<file path="config.mk">
export PLATFORM = sky130hd
export DESIGN_NAME = load_store_unit
export DESIGN_NICKNAME = d
export VERILOG_FILES = /design/src/rtl/lsu_pkg.sv /design/src/rtl/lsu_align.sv /design/src/rtl/load_store_unit.sv
export SDC_FILE = /design/constraint.sdc
export NUM_CORES = 1
export LEC_CHECK = 0
export ABC_CLOCK_PERIOD_IN_PS = 2400
export CORE_ASPECT_RATIO = 1.25
export CORE_UTILIZATION = 45
export CTS_BUF_LIST = sky130_fd_sc_hd__clkbuf_8
export CTS_CLUSTER_SIZE = 25
export DETAILED_ROUTE_END_ITERATION = 10
export PLACE_DENSITY = 0.83
export SLEW_MARGIN = 30
export SYNTH_ARGS = -nofsm -noshare
export SYNTH_HDL_FRONTEND = slang
export SYNTH_HIERARCHICAL = 1
export SYNTH_SLANG_ARGS = --single-unit
</file>
<file path="constraint.sdc">
create_clock -name CLK -period 2.4 [get_ports CLK]
set_input_delay 0.24 -clock CLK [delete_from_list [all_inputs] [get_ports CLK]]
set_output_delay 0.24 -clock CLK [all_outputs]
set_load 0.02 [all_outputs]
</file>
<file path="src/rtl/lsu_pkg.sv">
// Shared state encoding, access-size and load-type constants for the load/store unit.
package lsu_pkg;

    typedef enum logic [1:0] {
        IDLE = 2'd0,
        REQ  = 2'd1,
        WAIT = 2'd2,
        DONE = 2'd3
    } state_e;

    localparam logic [1:0] SZ_BYTE = 2'b00;
    localparam logic [1:0] SZ_HALF = 2'b01;
    localparam logic [1:0] SZ_WORD = 2'b10;
    localparam logic [1:0] SZ_LOAD = 2'b11;

    localparam logic [2:0] F3_LB  = 3'b000;
    localparam logic [2:0] F3_LH  = 3'b001;
    localparam logic [2:0] F3_LW  = 3'b010;
    localparam logic [2:0] F3_LBU = 3'b100;
    localparam logic [2:0] F3_LHU = 3'b101;

    // Access width of a load; undefined funct3 values behave as LW.
    function automatic logic [1:0] ld_size(input logic [2:0] f3);
        case (f3)
            F3_LB, F3_LBU: return SZ_BYTE;
            F3_LH, F3_LHU: return SZ_HALF;
            default:       return SZ_WORD;
        endcase
    endfunction

    function automatic logic misaligned(input logic [1:0] size, input logic [1:0] lo);
        return ((size == SZ_HALF) && lo[0]) || ((size == SZ_WORD) && (lo != 2'b00));
    endfunction

endpackage

</file>
<file path="src/rtl/lsu_align.sv">
// Combinational lane steering: store strobes/replicated data, load extract and extend.
module lsu_align
    import lsu_pkg::*;
(
    input  logic [1:0]  st_size,
    input  logic [1:0]  st_off,
    input  logic [31:0] st_data,
    output logic [3:0]  st_strb,
    output logic [31:0] st_lanes,
    input  logic [2:0]  ld_funct3,
    input  logic [1:0]  ld_off,
    input  logic [31:0] rdata,
    output logic [31:0] ld_data
);

    logic [1:0]  ld_eff_off;
    logic [31:0] shifted;

    always_comb begin
        // NOTE: every output gets a default first so no path through the case infers a latch.
        st_strb  = 4'b0000;
        st_lanes = st_data;
        case (st_size)
            SZ_BYTE: begin
                st_strb  = 4'b0001 << st_off;
                st_lanes = {4{st_data[7:0]}};
            end
            SZ_HALF: begin
                st_strb  = 4'b0011 << {st_off[1], 1'b0};
                st_lanes = {2{st_data[15:0]}};
            end
            SZ_WORD: st_strb = 4'b1111;
            default: ;
        endcase
    end

    // Offset bits finer than the access size are ignored, matching the store side.
    always_comb begin
        case (ld_size(ld_funct3))
            SZ_BYTE: ld_eff_off = ld_off;
            SZ_HALF: ld_eff_off = {ld_off[1], 1'b0};
            default: ld_eff_off = 2'b00;
        endcase
        shifted = rdata >> {ld_eff_off, 3'b000};
        case (ld_funct3)
            F3_LB:   ld_data = {{24{shifted[7]}}, shifted[7:0]};
            F3_LBU:  ld_data = {24'b0, shifted[7:0]};
            F3_LH:   ld_data = {{16{shifted[15]}}, shifted[15:0]};
            F3_LHU:  ld_data = {16'b0, shifted[15:0]};
            default: ld_data = shifted;
        endcase
    end

endmodule

</file>
<file path="src/rtl/load_store_unit.sv">
// Multi-cycle data-memory access stage: req/gnt/rvalid bus FSM, core stall and load return.
// Define MISALIGN_TRAP_EN to trap misaligned half/word accesses instead of ignoring low bits.
module load_store_unit
    import lsu_pkg::*;
#(
    parameter int unsigned TIMEOUT = 255,
    parameter int unsigned ADDR_W  = 32
) (
    input  logic              CLK,
    input  logic              RST_N,
    input  logic              memory_en,
    input  logic [1:0]        store_size,
    input  logic [2:0]        funct3,
    input  logic [ADDR_W-1:0] addr,
    input  logic [31:0]       wdata,
    output logic              stall,
    output logic [31:0]       load_data,
    output logic              bus_err,
`ifdef MISALIGN_TRAP_EN
    output logic              misalign,
`endif
    output logic              mem_req,
    output logic              mem_we,
    output logic [ADDR_W-1:0] mem_addr,
    output logic [31:0]       mem_wdata,
    output logic [3:0]        mem_wstrb,
    input  logic              mem_gnt,
    input  logic              mem_rvalid,
    input  logic [31:0]       mem_rdata
);

    localparam int unsigned    CNT_W   = (TIMEOUT < 2) ? 1 : $clog2(TIMEOUT);
    localparam logic [CNT_W-1:0] TO_LAST = CNT_W'(TIMEOUT - 1);

    state_e              state_q, state_d;
    logic [CNT_W-1:0]    cnt_q, cnt_d;
    logic                is_load_q, is_load_d;
    logic [2:0]          funct3_q, funct3_d;
    logic [1:0]          off_q, off_d;
    logic                mem_req_q, mem_req_d;
    logic                mem_we_q, mem_we_d;
    logic [ADDR_W-1:0]   mem_addr_q, mem_addr_d;
    logic [31:0]         mem_wdata_q, mem_wdata_d;
    logic [3:0]          mem_wstrb_q, mem_wstrb_d;
    logic [31:0]         load_data_q, load_data_d;
    logic                bus_err_q, bus_err_d;
`ifdef MISALIGN_TRAP_EN
    logic                misalign_q, misalign_d;
    logic [1:0]          acc_size;
`endif

    logic [3:0]  st_strb;
    logic [31:0] st_lanes;
    logic [31:0] ld_data;
    logic        timeout_hit;

    lsu_align u_align (
        .st_size   (store_size),
        .st_off    (addr[1:0]),
        .st_data   (wdata),
        .st_strb   (st_strb),
        .st_lanes  (st_lanes),
        .ld_funct3 (funct3_q),
        .ld_off    (off_q),
        .rdata     (mem_rdata),
        .ld_data   (ld_data)
    );

    assign timeout_hit = (TIMEOUT != 0) && (cnt_q == TO_LAST);
`ifdef MISALIGN_TRAP_EN
    assign acc_size = (store_size == SZ_LOAD) ? ld_size(funct3) : store_size;
`endif

    always_comb begin
        state_d     = state_q;
        cnt_d       = cnt_q + CNT_W'(1);
        is_load_d   = is_load_q;
        funct3_d    = funct3_q;
        off_d       = off_q;
        mem_req_d   = mem_req_q;
        mem_we_d    = mem_we_q;
        mem_addr_d  = mem_addr_q;
        mem_wdata_d = mem_wdata_q;
        mem_wstrb_d = mem_wstrb_q;
        load_data_d = load_data_q;
        bus_err_d   = 1'b0;
`ifdef MISALIGN_TRAP_EN
        misalign_d  = 1'b0;
`endif
        case (state_q)
            IDLE: begin
                if (memory_en) begin
                    is_load_d   = (store_size == SZ_LOAD);
                    funct3_d    = funct3;
                    off_d       = addr[1:0];
                    mem_we_d    = (store_size != SZ_LOAD);
                    mem_addr_d  = {addr[ADDR_W-1:2], 2'b00};
                    mem_wdata_d = st_lanes;
                    mem_wstrb_d = st_strb;
                    cnt_d       = '0;
`ifdef MISALIGN_TRAP_EN
                    if (misaligned(acc_size, addr[1:0])) begin
                        state_d     = DONE;
                        misalign_d  = 1'b1;
                        load_data_d = '0;
                    end else
`endif
                    begin
                        state_d   = REQ;
                        mem_req_d = 1'b1;
                    end
                end
            end
            REQ: begin
                // rvalid is deliberately not looked at here, even alongside gnt.
                if (mem_gnt) begin
                    mem_req_d = 1'b0;
                    cnt_d     = '0;
                    state_d   = is_load_q ? WAIT : DONE;
                end else if (timeout_hit) begin
                    mem_req_d   = 1'b0;
                    bus_err_d   = 1'b1;
                    load_data_d = '0;
                    state_d     = DONE;
                end
            end
            WAIT: begin
                if (mem_rvalid) begin
                    load_data_d = ld_data;
                    state_d     = DONE;
                end else if (timeout_hit) begin
                    bus_err_d   = 1'b1;
                    load_data_d = '0;
                    state_d     = DONE;
                end
            end
            default: state_d = IDLE;
        endcase
    end

    always_ff @(posedge CLK) begin
        // NOTE: sequential state uses non-blocking assignments so every flop samples pre-edge values.
        if (!RST_N) begin
            state_q     <= IDLE;
            cnt_q       <= '0;
            is_load_q   <= 1'b0;
            funct3_q    <= '0;
            off_q       <= '0;
            mem_req_q   <= 1'b0;
            mem_we_q    <= 1'b0;
            mem_addr_q  <= '0;
            mem_wdata_q <= '0;
            mem_wstrb_q <= '0;
            load_data_q <= '0;
            bus_err_q   <= 1'b0;
`ifdef MISALIGN_TRAP_EN
            misalign_q  <= 1'b0;
`endif
        end else begin
            state_q     <= state_d;
            cnt_q       <= cnt_d;
            is_load_q   <= is_load_d;
            funct3_q    <= funct3_d;
            off_q       <= off_d;
            mem_req_q   <= mem_req_d;
            mem_we_q    <= mem_we_d;
            mem_addr_q  <= mem_addr_d;
            mem_wdata_q <= mem_wdata_d;
            mem_wstrb_q <= mem_wstrb_d;
            load_data_q <= load_data_d;
            bus_err_q   <= bus_err_d;
`ifdef MISALIGN_TRAP_EN
            misalign_q  <= misalign_d;
`endif
        end
    end

    assign stall     = memory_en && (state_q != DONE);
    assign load_data = load_data_q;
    assign bus_err   = bus_err_q;
    assign mem_req   = mem_req_q;
    assign mem_we    = mem_we_q;
    assign mem_addr  = mem_addr_q;
    assign mem_wdata = mem_wdata_q;
    assign mem_wstrb = mem_wstrb_q;
`ifdef MISALIGN_TRAP_EN
    assign misalign  = misalign_q;
`endif

endmodule

</file>
**Word-level counts from Yosys, hierarchy flattened**

Cells that the tools add are included.

- $add $sub $neg: 1
- Equal/unequal tests: 15
- Shift-type cells: 3
- Multiplexer cells: 26
- Reduce and logical (&&, ||, !) cells: 12

Operators by type and width:

| cell | count |
|---|---|
| 32-bit one-hot mux with 2 select lines | 2 |
| 32-bit one-hot mux with 4 select lines | 1 |
| 32-bit 2-to-1 mux | 3 |
| 32-bit by 5-bit right shift with 32-bit output | 1 |
| 8-bit 2-to-1 mux | 2 |
| 8-bit one-hot mux with 2 select lines | 1 |
| 4-bit one-hot mux with 3 select lines | 1 |
| 8-bit by 1-bit adder with 8-bit output (second input constant) | 1 |
| 8-bit == test (second input constant) | 1 |
| 2-bit 2-to-1 mux | 4 |
| 2-bit != test (second input constant) | 4 |
| 2-bit one-hot mux with 2 select lines | 2 |
| 1-bit 2-to-1 mux | 7 |
| 2-bit by 1-bit == test with 1-bit output (second input constant) | 3 |
| 2-bit == test (second input constant) | 3 |
| 3-bit == test (second input constant) | 2 |
| 2-bit logical NOT | 3 |
| 2-bit one-hot mux with 3 select lines | 1 |
| 1-bit one-hot mux with 2 select lines | 2 |
| 2-bit AND reduction | 2 |
| 2-bit nonzero test | 2 |
| 2-bit OR reduction | 2 |
| 1-bit by 2-bit left shift with 4-bit output (first input constant) | 1 |
| 2-bit by 2-bit left shift with 4-bit output (first input constant) | 1 |
| other kinds (5) | 5 |

- Flip-flop bits (word level): 117
- Input bits: 106
- Output and inout bits: 104
- Word-level logic and storage cells: 69

**Longest topological paths before layout**

Gate-level depths: netlist (run 1).

- Depth in word-level cells: 9
- Mapped depth: 8
- Mapped depth without buffers: 6

**Cells and area by module**

The synthesis (run 1) kept the hierarchy.

By module, submodules not included:

| module | instances | cells each | area an instance (um^2) |
|---|---|---|---|
| load_store_unit | 1 | 468 | 4132.7 |
| lsu_align | 1 | 166 | 1168.6 |

**Worst setup path after synthesis (run 1)**

OpenSTA, ideal clock, no wires.

- Kind: flip-flop to flip-flop
- Start point: reg funct3_q[1]
- End point: reg load_data_q[0], in the netlist load_data[0]
- Setup time: 0.117 ns
- Arrival time: 1.624 ns
- Required time: 2.283 ns
- Setup slack: 0.659 ns
- Stages on the path, launching flop included: 5
- Buffers on the path: 1
- Clock period less this slack: 1.741 ns
- Path through: dfxtp_1 > buf_2 > nor3b_4 > mux4_2 > a22o_1

- Longest elaborated chain between the ends: 9

Ends and longest elaborated chain:

| what | RTL line | source |
|---|---|---|
| start: declaration | load_store_unit.sv:38 | `logic [2:0] funct3_q, funct3_d;` |
| start signal: assignment | load_store_unit.sv:163 | `funct3_q <= funct3_d;` |
| 3-bit by 1-bit == test with 1-bit output (tied with other cells) | lsu_pkg.sv:24 | `case (f3)` |
| 2-bit OR reduction | lsu_pkg.sv:24 |  |
| 2-bit one-hot mux with 2 select lines (*) | lsu_pkg.sv:24 |  |
| 2-bit by 1-bit == test with 1-bit output / 2-bit logical NOT (equally long branches) | lsu_align.sv:39 | `case (ld_size(ld_funct3))` |
| 2-bit one-hot mux with 2 select lines (*) | lsu_align.sv:39 |  |
| 32-bit by 5-bit right shift with 32-bit output (*) | lsu_align.sv:44 | `shifted = rdata >> {ld_eff_off, 3'b000};` |
| 32-bit one-hot mux with 4 select lines (*) | lsu_align.sv:45 | `case (ld_funct3)` |
| named net ld_data[0] | load_store_unit.sv:54 | `logic [31:0] ld_data;` |
| 32-bit 2-to-1 mux (*) | load_store_unit.sv:128 | `if (mem_rvalid) begin` |
| 32-bit one-hot mux with 2 select lines (*) | load_store_unit.sv:90 | `case (state_q)` |
| end signal: assignment | load_store_unit.sv:170 | `load_data_q <= load_data_d;` |
| end: declaration | load_store_unit.sv:45 | `logic [31:0] load_data_q, load_data_d;` |

Mark *: on every way through the listed nets, which the timed path passes. The rest lies on a longest branch.
A chain may end at the register's enable or synchronous reset.

**Worst setup path in the final report (run 1)**

- Start point: reg funct3_q[0]
- End point: reg load_data_q[24], in the netlist load_data[24]

- Longest elaborated chain between the ends: 9

Ends and longest elaborated chain:

| what | RTL line |
|---|---|
| 3-bit by 1-bit == test with 1-bit output (tied with other cells) | lsu_pkg.sv:24, lsu_align.sv:45 |
| 2-bit OR reduction | lsu_pkg.sv:24 |
| 2-bit one-hot mux with 2 select lines | lsu_pkg.sv:24 |
| 2-bit by 1-bit == test with 1-bit output / 2-bit logical NOT (equally long branches) | lsu_align.sv:39 |
| 2-bit one-hot mux with 2 select lines | lsu_align.sv:39 |
| 32-bit by 5-bit right shift with 32-bit output | lsu_align.sv:44 |
| 32-bit one-hot mux with 4 select lines (*) | lsu_align.sv:45 |
| named net ld_data[24] | load_store_unit.sv:54 |
| 32-bit 2-to-1 mux (*) | load_store_unit.sv:128 |
| 32-bit one-hot mux with 2 select lines (*) | load_store_unit.sv:90 |

Marked as above.

==> flow_summary.ini, run 1 <==
[pwr]
ir_drop_v = 0.0004589
p_leak_nw = 2.963
power.density_mw_per_mm2 = 847.3

[clock_network]
cts_buffers = 17
clk_pin_slew_worst_paths_ns = 0.07
htree_levels = 4
cts_root_buf = clkbuf_8
cts-resized-gates = 0
cts_buffer_depth = 2
cts_sinks = 117
cts_setup_buffers = 0
cts_tree = yes
worstSkewPairLatency_ns = 0.43
cts_hold_buf = 0

[sta]
tns_ns = 0
final-hold-violation-count = 0
rsz0062_at_grt = no
final-max-slew-violation-count = 0
finClkSkew_ns = 0.01397
fmax_mhz = 476.6
tightest_slew_ns = 0.9220
setup_viol = 0
max-slew-margin-rel_pct = 38.12
fin_crit_sh_pct = 87.43
fin_crit_ns = 2.098

[final_layout]
multi_input_area_mm2 = 0.002624
fin_area_mm2 = 0.007780
final_nets = 930
fillerInstances = 907
drive_gt1_share_pct = 9.146
mostFrequentLayoutCell = clkdlybuf4s50_1
num_antenna_cells = 0
final_cell_mix = clkdlybuf4s50_1 (207), nand2_1 (180), dfxtp_1 (117)
area.growth.synth_to_final_pct = 46.75
register_area_mm2 = 0.002342

[routing]
first_iter_violations = 204
drc_errors = 0
vias_per_cell = 5.481
wire_per_inst_um = 16.58
ant_nets = 0
dr.pass1.iters = 7
num_vias = 5295
wl_um = 16020

[critical_path]
cpLargestDelayFamily = compound AO/OA/AOI/OAI gates
slowest_delay_ns = 0.75
cp-end-kind = flop
worstPathArrival_ns = 2.46
crit_required_ns = 2.76
start_kind = flop
crit_type = flop to flop
cp_cell_sequence = nand2b_1 > o21ai_1 > o21ai_0 > nand2_1 > a22o_1
crit_path_top_delay_cell = o21ai_1
critPathBufInv = 0
crit_path_max_fanout = 16

[floorplanning]
ios = 210
die_h_um = 123.4
core_mm2 = 0.01130
initial_utilization_pct = 46.92
die_w_um = 99.08
die_area_mm2 = 0.01222
num_rows = 43

[synthesis]
synth-edff-count = 0
synth_seq_cells = 117
yosysWarnings = 6
ys_seq_area_share_pct = 44.18
async_flop_share_pct = 0
avgSynthCellArea_um2 = 8.362
synth_cell_types = 51
synthCells = 634
synth-main-ff-cell = dfxtp_1
synth_area_mm2 = 0.005301

[grt]
grt_overflow = 0
grt_pass1_wl_um = 25310
grt_pass1_vias = 5198
grt_antenna_before_repair = 0
grtUsageMet3_pct = 9.440
busiest_layer = met2
use_met1_pct = 27.40
grtUsageMet2_pct = 47.86
grt_max_degree = 74
grt.total_usage_pct = 26.30

[placed_design]
placed_cell_area_mm2 = 0.007395
place.port_buffers = 207
place_congestion = 0.8361
hpwl_um = 11510

[min_path]
hp-class = input port to flop

[run]
maxCapViolCount = 0

[status]
status = completed
metrics by stage:
stage	total power, mW	utilization (%)	hold slack, ns	std cells	setup WS [ns]
floorplan	3.889	-	0.3575	635	0.6594
global placement	4.773	65.45	0.4412	934	0.3478
detailed placement	4.868	65.45	0.4469	934	0.1775
CTS	6.626	68.86	0.3257	966	0.3485
global route	6.944	68.86	0.3461	966	0.1307
finish	6.592	68.86	0.3565	966	0.3018
registers in the layout, indices dropped and copies added (netlist names), 2 cells and up:
name	count
load_data	32
funct3_q	3
off_q	2
cnt_q	8
state_q	2
mem_wdata	32
mem_wstrb	4
mem_addr	30
cell families after synthesis:
| group | count (synthesis) | share of synthesized area [%] |
|---|---|---|
| adder cells (fa/ha/maj) | 6 | 1.416 |
| AND/OR/NAND/NOR | 225 | 17.84 |
| AO/OA/AOI/OAI | 174 | 20.60 |
| XOR/XNOR | 5 | 0.8262 |
| multiplexers | 34 | 8.449 |
| buffers and inverters | 72 | 6.608 |
| other | 1 | 0.07074 |
| flip-flops | 117 | 44.18 |
per-layer routing:
layer,share of wire [%],vias up
met3,8.8,29
met5,0,-
met1,37,2514
met2,51,226
met4,2.5,0
li1,-,2526
Yosys cell counts, types with 8 or more instances:
cell type	instances	area, um2
nand2_1	181	679.4
dfxtp_1	117	2342
a21oi_1	82	410.4
o21ai_0	37	185.2
a22o_1	32	280.3
clkbuf_1	19	71.32
inv_1	17	63.81
nor2_1	17	63.81
buf_2	16	80.08
mux2_2	15	168.9
buf_4	14	105.1
mux2i_1	11	110.1
a221o_1	8	80.08
cell type report:
class	count	share of cell area, %
Inverter	18	0.8684
Multi-Input combinational cell	446	33.72
Tap cell	135	2.171
Clock buffer	18	3.184
Timing Repair Buffer	218	28.18
Clock inverter	14	1.769
Sequential cell	117	30.11
where the power goes:
group | internal [mW] | switching [mW]
combinational | 1.08 | 1.35
clock | 0.937 | 0.811
sequential | 2.22 | 0.195
tightest hold or removal path: cells and delay by family:
kind / cells / cell delay, ns
compound gates: 1 / 0.05
buf+inv: 1 / 0.39
simple gates: 1 / 0.06
worst paths after layout:
path / from / end / slack [ns] / cells after the start
max: funct3_q[0]$_SDFFE_PN0P_ / load_data[24]$_SDFFE_PN0P_ / 0.30 / 5
min: addr[17] / mem_addr[17]$_SDFFE_PN0P_ / 0.36 / 3
max reg2reg: funct3_q[0]$_SDFFE_PN0P_ / load_data[24]$_SDFFE_PN0P_ / 0.30 / 5
min reg2reg: mem_wdata[24]$_SDFFE_PN0P_ / mem_wdata[24]$_SDFFE_PN0P_ / 0.45 / 2
Power figures use the tool's default switching activity.
==> inputs of run 2 (changes only) <==
ABC_CLOCK_PERIOD_IN_PS = 2450   (was 2400)
CORE_UTILIZATION = 49   (was 45)
PLACE_DENSITY = 0.89   (was 0.83)
SYNTH_HIERARCHICAL = default   (was 1)
clock period = 2.45 ns   (was 2.4 ns; I/O delays follow)
==> flow_summary.ini, run 2 <==
[synthesis]
synth_area_leaders = dfxtp_1 (44%), nand2_1 (11%), a21oi_1 (5.7%), nor2_1 (3.9%), mux2i_1 (3.0%)
async_flop_share_pct = 0
synth_cell_types = 56
avgSynthCellArea_um2 = 8.184
synth_top_area_cell = dfxtp_1
synthCells = 651
synth_area_mm2 = 0.005328
synth-main-ff-cell = dfxtp_1
synth-edff-count = 0
synth_most_common_cell = nand2_1
synth_seq_cells = 117
ys_top_cells_by_count = nand2_1 (156), dfxtp_1 (117), a21oi_1 (61), nor2_1 (55), clkbuf_1 (35)
synth_top_area_share_pct = 43.96
ys_seq_area_share_pct = 43.96
yosysWarnings = 0

[floorplanning]
ios = 210
initial_utilization_pct = 50.44
core_mm2 = 0.01056
die_area_mm2 = 0.01130
die_w_um = 95.27
die_h_um = 118.6
num_rows = 42

[status]
status = completed

[clock_network]
cts_buffers = 17
htree_levels = 4
cts_buffer_depth = 2
cts_setup_buffers = 0
cts_root_buf = clkbuf_8
cts_tree = yes
clk_pin_slew_worst_paths_ns = 0.07
cts_hold_buf = 0
cts_sinks = 117
cts-resized-gates = 0
worstSkewPairLatency_ns = 0.42

[critical_path]
cpLargestDelayFamily = compound AO/OA/AOI/OAI gates
worstPathArrival_ns = 2.42
crit_type = flop to flop
timing.rr.end = load_data[21]$_SDFFE_PN0P_
crit_path_max_fanout = 24
ff2ff_setup_slack_ns = 0.34
reg2reg_depth = 7
start_kind = flop
crit_path_top_delay_cell = dfxtp_1
crit_required_ns = 2.76
critPathBufInv = 1
cp_cell_sequence = inv_1 > ha_1 > nand2_1 > o21ai_2 > a21o_4 > and3_1 > a311o_1
slowest_delay_ns = 0.43
cp-end-kind = flop
rr_startpoint = state_q[1]$_SDFFE_PN0P_

[routing]
num_vias = 5568
vias_per_cell = 5.659
ant_nets = 0
dr.pass1.iters = 5
first_iter_violations = 283
wl_um = 16740
wire_per_inst_um = 17.01
drc_errors = 0

[final_layout]
area.growth.synth_to_final_pct = 47.13
num_antenna_cells = 0
final_nets = 954
fillerInstances = 788
drive_gt1_share_pct = 7.394
final_cell_mix = clkdlybuf4s50_1 (207), nand2_1 (155), dfxtp_1 (117)
mostFrequentLayoutCell = clkdlybuf4s50_1
post-route-util_pct = 74.21

[sta]
final-hold-violation-count = 0
finClkSkew_ns = 0.008331
tightest_slew_ns = 0.5698
tns_ns = 0
fmax_mhz = 474.2
rsz0062_at_grt = no
final-max-slew-violation-count = 0
fin_crit_ns = 2.109
setup_viol = 0
fin_crit_sh_pct = 86.08
max-slew-margin-rel_pct = 61.76

[grt]
grt_antenna_before_repair = 0
grt_max_degree = 86
grt_pass1_vias = 5597
grt_overflow = 0
grt_pass1_wl_um = 26430
grt.total_usage_pct = 29.99

[placed_design]
hpwl_um = 12010
place.port_buffers = 207
place_congestion = 0.8909

[pwr]
p_leak_nw = 3.052
ir_drop_v = 0.0004909
power.density_mw_per_mm2 = 791.9

[min_path]
min_to = mem_addr[18]$_SDFFE_PN0P_
holdPathStages = 3
hp-class = input port to flop
min_from = addr[18]

[run]
maxCapViolCount = 0
run 2: changes by cell type in the layout (fill, tap and decap cells not counted), sizes merged, moves of 14 or more:
| cell | previous run | this run |
|---|---|---|
| a311oi | 1 | 15 |
| nor2 | 17 | 55 |
| a22o | 32 | 8 |
| nand2 | 181 | 158 |
| a21oi | 83 | 62 |
| mux2 | 16 | 0 |
run 2: metrics by stage:
step	instances	setup WS [ns]	cell area, um2	total power [mW]	hold slack [ns]
2_1_floorplan	652	0.5944	5331	3.651	0.3810
5_1_grt	984	0.2259	7839	6.534	0.3569
4_1_cts	984	0.3808	7839	6.223	0.3418
3_5_place_dp	954	0.3805	7481	4.612	0.4500
6_report	984	0.3410	7839	6.208	0.3644
3_3_place_gp	954	0.4411	7481	4.532	0.4372
run 2: worst max-delay path by stage:
stage	endpoint	start	slack [ns]	cells past startpoint
after global routing	load_data[23]$_SDFFE_PN0P_	state_q[0]$_SDFFE_PN0P_	0.23	7
after global placement	load_data[12]$_SDFFE_PN0P_	mem_rvalid	0.44	7
final	load_data[21]$_SDFFE_PN0P_	state_q[1]$_SDFFE_PN0P_	0.34	7
after CTS	load_data[21]$_SDFFE_PN0P_	state_q[1]$_SDFFE_PN0P_	0.38	7
after floorplan	load_data[16]$_SDFFE_PN0P_	state_q[1]$_SDFFE_PN0P_	0.59	9
after detailed placement	load_data[21]$_SDFFE_PN0P_	mem_rvalid	0.38	6
run 2: kinds of logic after synthesis:
kind of cell,share of synthesized area (%)
simple gates,22.64
flops,43.96
other cells,0.07039
buf+inv,4.650
mux,3.006
xor+xnor,0.9864
fa+ha+maj,1.644
compound gates,23.04
run 2: tightest hold or removal path, stage by stage:
cell	delay, ns
clkdlybuf4s50_1	0.39
nand2_1	0.05
a21oi_1	0.05
run 2: power breakdown:
group,switching [mW],internal (mW)
logic,1.27,0.970
clock network,0.744,0.858
registers,0.182,2.18
total,2.20,4.01
run 2: layout make-up:
cell class	instances	area [um2]	share of cell area (%)
clock inverter	10	82.58	1.053
timing repair buffer	221	2202	28.09
clock buffer	20	275.3	3.512
tap	132	165.2	2.107
inverter	7	26.28	0.3352
sequential	117	2342	29.88
multi-input combinational	477	2745	35.02
run 2: routing by layer:
layer | routed length (um) | GRT usage [%] | vias up
li1 | - | - | 2653
met1 | 6214 | 32.72 | 2621
met2 | 8678 | 51.12 | 255
met3 | 1375 | 10.17 | 39
met4 | 469 | 13.73 | 0
met5 | 0 | 0 | -
==> inputs of run 3 (changes only) <==
ABC_CLOCK_PERIOD_IN_PS = 2700   (was 2450)
SETUP_SLACK_MARGIN = 0.2   (was default)
clock period = 2.7 ns   (was 2.45 ns; I/O delays follow)
==> flow_summary.ini, run 3 (synthesis results as in run 2) <==
[critical_path]
worstPathArrival_ns = 2.48
crit_path_top_delay_cell = and2_1
cp_cell_sequence = inv_1 > ha_1 > nand2_4 > a21oi_4 > and2_1 > a21boi_4 > a311o_1
slowest_delay_ns = 0.37
crit_type = flop to flop
cp-end-kind = flop
crit_required_ns = 3.07
start_kind = flop
cpLargestDelayFamily = compound AO/OA/AOI/OAI gates
critPathBufInv = 1
crit_path_max_fanout = 10

[grt]
grt_overflow = 0
grt_pass1_wl_um = 26300
grt_antenna_before_repair = 0
grt_pass1_vias = 5588
grt.total_usage_pct = 29.89
grt_max_degree = 38

[pwr]
p_leak_nw = 3.107
ir_drop_v = 0.0005511
clockPowerShare_pct = 30.5
power.density_mw_per_mm2 = 755.3
p_comb_share_pct = 33.8
seqPwrFrac_pct = 35.7
p_total_mw = 6.002
p_int_mw = 3.976
swShare_pct = 33.75
p_switching_mw = 2.026

[final_layout]
final_nets = 955
mostFrequentLayoutCell = clkdlybuf4s50_1
fillerInstances = 760
multi_input_area_mm2 = 0.002745
drive_gt1_share_pct = 7.368
num_antenna_cells = 0
area.growth.synth_to_final_pct = 49.18
final_cell_mix = clkdlybuf4s50_1 (207), nand2_1 (155), dfxtp_1 (117)
final_cells = 987
fin_area_mm2 = 0.007948
register_area_mm2 = 0.002342

[clock_network]
cts-resized-gates = 0
cts_buffers = 17
cts_hold_buf = 0
htree_levels = 4
cts_tree = yes
cts_root_buf = clkbuf_8
clk_pin_slew_worst_paths_ns = 0.07
cts_sinks = 117
cts_setup_buffers = 0
cts_buffer_depth = 2
worstSkewPairLatency_ns = 0.44

[routing]
num_vias = 5571
drc_errors = 0
dr.pass1.iters = 7
wl_um = 16480
first_iter_violations = 284
wire_per_inst_um = 16.70
vias_per_cell = 5.644
ant_nets = 0

[placed_design]
place_congestion = 0.8809
placed_cell_area_mm2 = 0.007488
hpwl_um = 11910
dp_cells = 955
place.port_buffers = 207

[sta]
fmax_mhz = 475.9
fin_crit_sh_pct = 77.83
final-hold-violation-count = 0
setup_viol = 0
max-slew-margin-rel_pct = 60.31
fin_crit_ns = 2.101
finClkSkew_ns = 0.01054
rsz0062_at_grt = no
tightest_slew_ns = 0.5954
final-max-slew-violation-count = 0
holdWs_ns = 0.3806
tns_ns = 0

[floorplanning]
ios = 210
die_h_um = 118.6
die_area_mm2 = 0.01130
initial_utilization_pct = 50.44
core_mm2 = 0.01056
num_rows = 42
die_w_um = 95.27

[min_path]
hp-class = input port to flop

[run]
maxCapViolCount = 0

[status]
status = completed
run 3: changes by cell type in the layout (fill, tap and decap cells not counted):
cell,change
clkinv_2,-6
bufinv_16,+4
clkinv_4,+4
inv_1,+3
clkbuf_8,-2
buf_4,+1
clkinvlp_4,-1
run 3: final timing paths:
path | start | to | slack, ns | cells past startpoint
worst min register to register | mem_addr[10]$_SDFFE_PN0P_ | mem_addr[10]$_SDFFE_PN0P_ | 0.46 | 2
worst max-delay path | state_q[0]$_SDFFE_PN0P_ | load_data[18]$_SDFFE_PN0P_ | 0.60 | 7
worst max register to register | state_q[0]$_SDFFE_PN0P_ | load_data[18]$_SDFFE_PN0P_ | 0.60 | 7
worst min-delay path | addr[18] | mem_addr[18]$_SDFFE_PN0P_ | 0.38 | 3
run 3: worst register-to-register path, stage by stage (launching register included):
cell and delay (ns):
dfxtp_1 0.35, inv_1 0.13, ha_1 0.31, nand2_4 0.15
a21oi_4 0.23, and2_1 0.38, a21boi_4 0.35, a311o_1 0.17
run 3: layout make-up:
type                    instances  area share, %
multi-input cells             477          34.54
flip-flops and latches        117          29.47
repair buffers                222          27.80
clock buffers                  18          3.117
clock inverters                14          2.661
well taps                     132          2.078
inverters                       7         0.3306
run 3: metal layers:
metal / GRT usage (%) / share of wire (%) / up-vias
li1: - / - / 2655
met1: 31.95 / 37 / 2579
met2: 50.98 / 50 / 285
met3: 9.717 / 8.4 / 52
met4: 15.81 / 3.9 / 0
met5: 0 / 0 / -
run 3: power groups by stage:
stage	clock network, mW	registers (mW)	logic, mW
after global placement	0	2.16	1.96
final	1.83	2.14	2.03
after global routing	1.94	2.17	2.19
after floorplan	0	2.41	0.902
after CTS	1.86	2.14	2.03
after detailed placement	0	2.18	2.01
run 3: stage by stage:
step / setup slack (ns) / utilization (%)
3_3_place_gp: 0.6491 / 70.90
4_1_cts: 0.6043 / 75.24
5_1_grt: 0.4041 / 75.24
3_5_place_dp: 0.5891 / 70.90
2_1_floorplan: 0.8444 / -
6_report: 0.5986 / 75.24
==> edit, RTL diff (settings of run 1) <==
Remove the register `bus_err_q`: a continuous assignment takes its place, so the output `bus_err` follows one clock earlier.
--- a/src/rtl/load_store_unit.sv
+++ b/src/rtl/load_store_unit.sv
@@ -154,3 +154,2 @@
             load_data_q <= '0;
-            bus_err_q   <= 1'b0;
 `ifdef MISALIGN_TRAP_EN
@@ -170,3 +169,2 @@
             load_data_q <= load_data_d;
-            bus_err_q   <= bus_err_d;
 `ifdef MISALIGN_TRAP_EN
@@ -176,2 +174,4 @@
     end
+
+    assign bus_err_q = bus_err_d;
 
Formal check against the unedited RTL: same outputs for any inputs over 4 cycles, from zero or initial values and one cycle with RST_N low; that may be too few to reach the edited logic, so the function may still have changed.
==> edit against run 1 <==
- area after synthesis rose by 0.14%
- power shrank 20%
- routed wire length shrank 0.47%
- worst setup slack lost 0.11 ns
- core utilization is 1.2 points lower
- via count about the same
- count of clock-buffer cells in the layout down 1
- sequential cell count is 1 lower
- combinational power fell by 49%
- largest cell class unchanged
- cell area grew 0.58%
==> edit: results (changes against run 1) <==
Parameter                              Value

Status
  Run status    finished, final reports clean

GRT
  Maximum number of pins on one net before global-route repair    63 (-15%)
  Met1 usage in global routing    0.271 (-0.00316)
  Overall global routing resource usage    0.263 (about the same)
  Wire length of the first global-routing pass    25,100 um (-0.71%)
  Vias in the first global route    5,208 (+0.19%)

Cells and area
  Non-clock buffering overhead in the final layout    0.281 (-0.000502)
  Register fraction of the total cell area    0.297 (-0.00429)
  Clock-cell share of area    0.0545 (+0.00499)
  Multi-input comb cells    448 (+0.45%)
  Fillers    919 (+1.3%)
  Non-clock buffer count in the final layout    221 (+1.4%)
  Total Nets Final    934 (+0.43%)
  Area growth from synthesis to final layout    47.4%

Power and ir drop
  Cell leakage power    0.00299 uW (+1.0%)
  Sequential power share    0.401 (+0.034)
  Largest vdd supply drop    0.328 mV (-28%)

STA
  Worst slew slack as a fraction of its limit    0.407 (+0.0259)

Setup path
  Top Family by Delay on Critical Path    flip-flops
  Highest-delay cell along the critical path    dfxtp_1
  CP Data Arrival Time    1.97 ns (-0.49 ns)

Detailed routing
  Violation count after the first detailed-route iteration    199 (-2.5%)
  Count of TritonRoute iterations in the first routing pass    4 (-3)
  Met3 wirelength from detailed routing    1670 um (+18%)
  Number of vias per cell after detailed routing    5.45 (-0.66%)
  WL met1    5870 um (-2.2%)

Yosys
  Most frequent cells after synthesis    181 x nand2_1, 116 x dfxtp_1, 81 x a21oi_1
  Syn avg cell area    8.36 um2 (about the same)

CTS
  Post-cts resize count    2 (+2)

Place
  Post-placement worst setup slack    0.253 ns (+0.0757 ns)
  Final GP Congestion    0.899 (+7.5%)
==> edit: logic make-up after synthesis <==
logic type | Yosys count | share of synthesized area
and+or+nand+nor | 229 | 0.183
DFF | 116 | 0.437
AOI/OAI and AO/OA | 171 | 0.201
muxes | 34 | 0.0844
other | 1 | 0.000706
adders and majority gates | 6 | 0.0141
buffers and inverters | 72 | 0.0695
xor gates and xnor gates | 6 | 0.00990
==> edit: worst paths after layout <==
path / slack (ns) / from / depth (start not counted) / endpoint
min: 0.35 / addr[17] / 3 / mem_addr[17]$_SDFFE_PN0P_
max: 0.19 / state_q[0]$_SDFFE_PN0P_ / 5 / bus_err
min reg2reg: 0.46 / mem_addr[11]$_SDFFE_PN0P_ / 2 / mem_addr[11]$_SDFFE_PN0P_
max reg2reg: 0.31 / funct3_q[1]$_SDFFE_PN0P_ / 5 / load_data[22]$_SDFFE_PN0P_
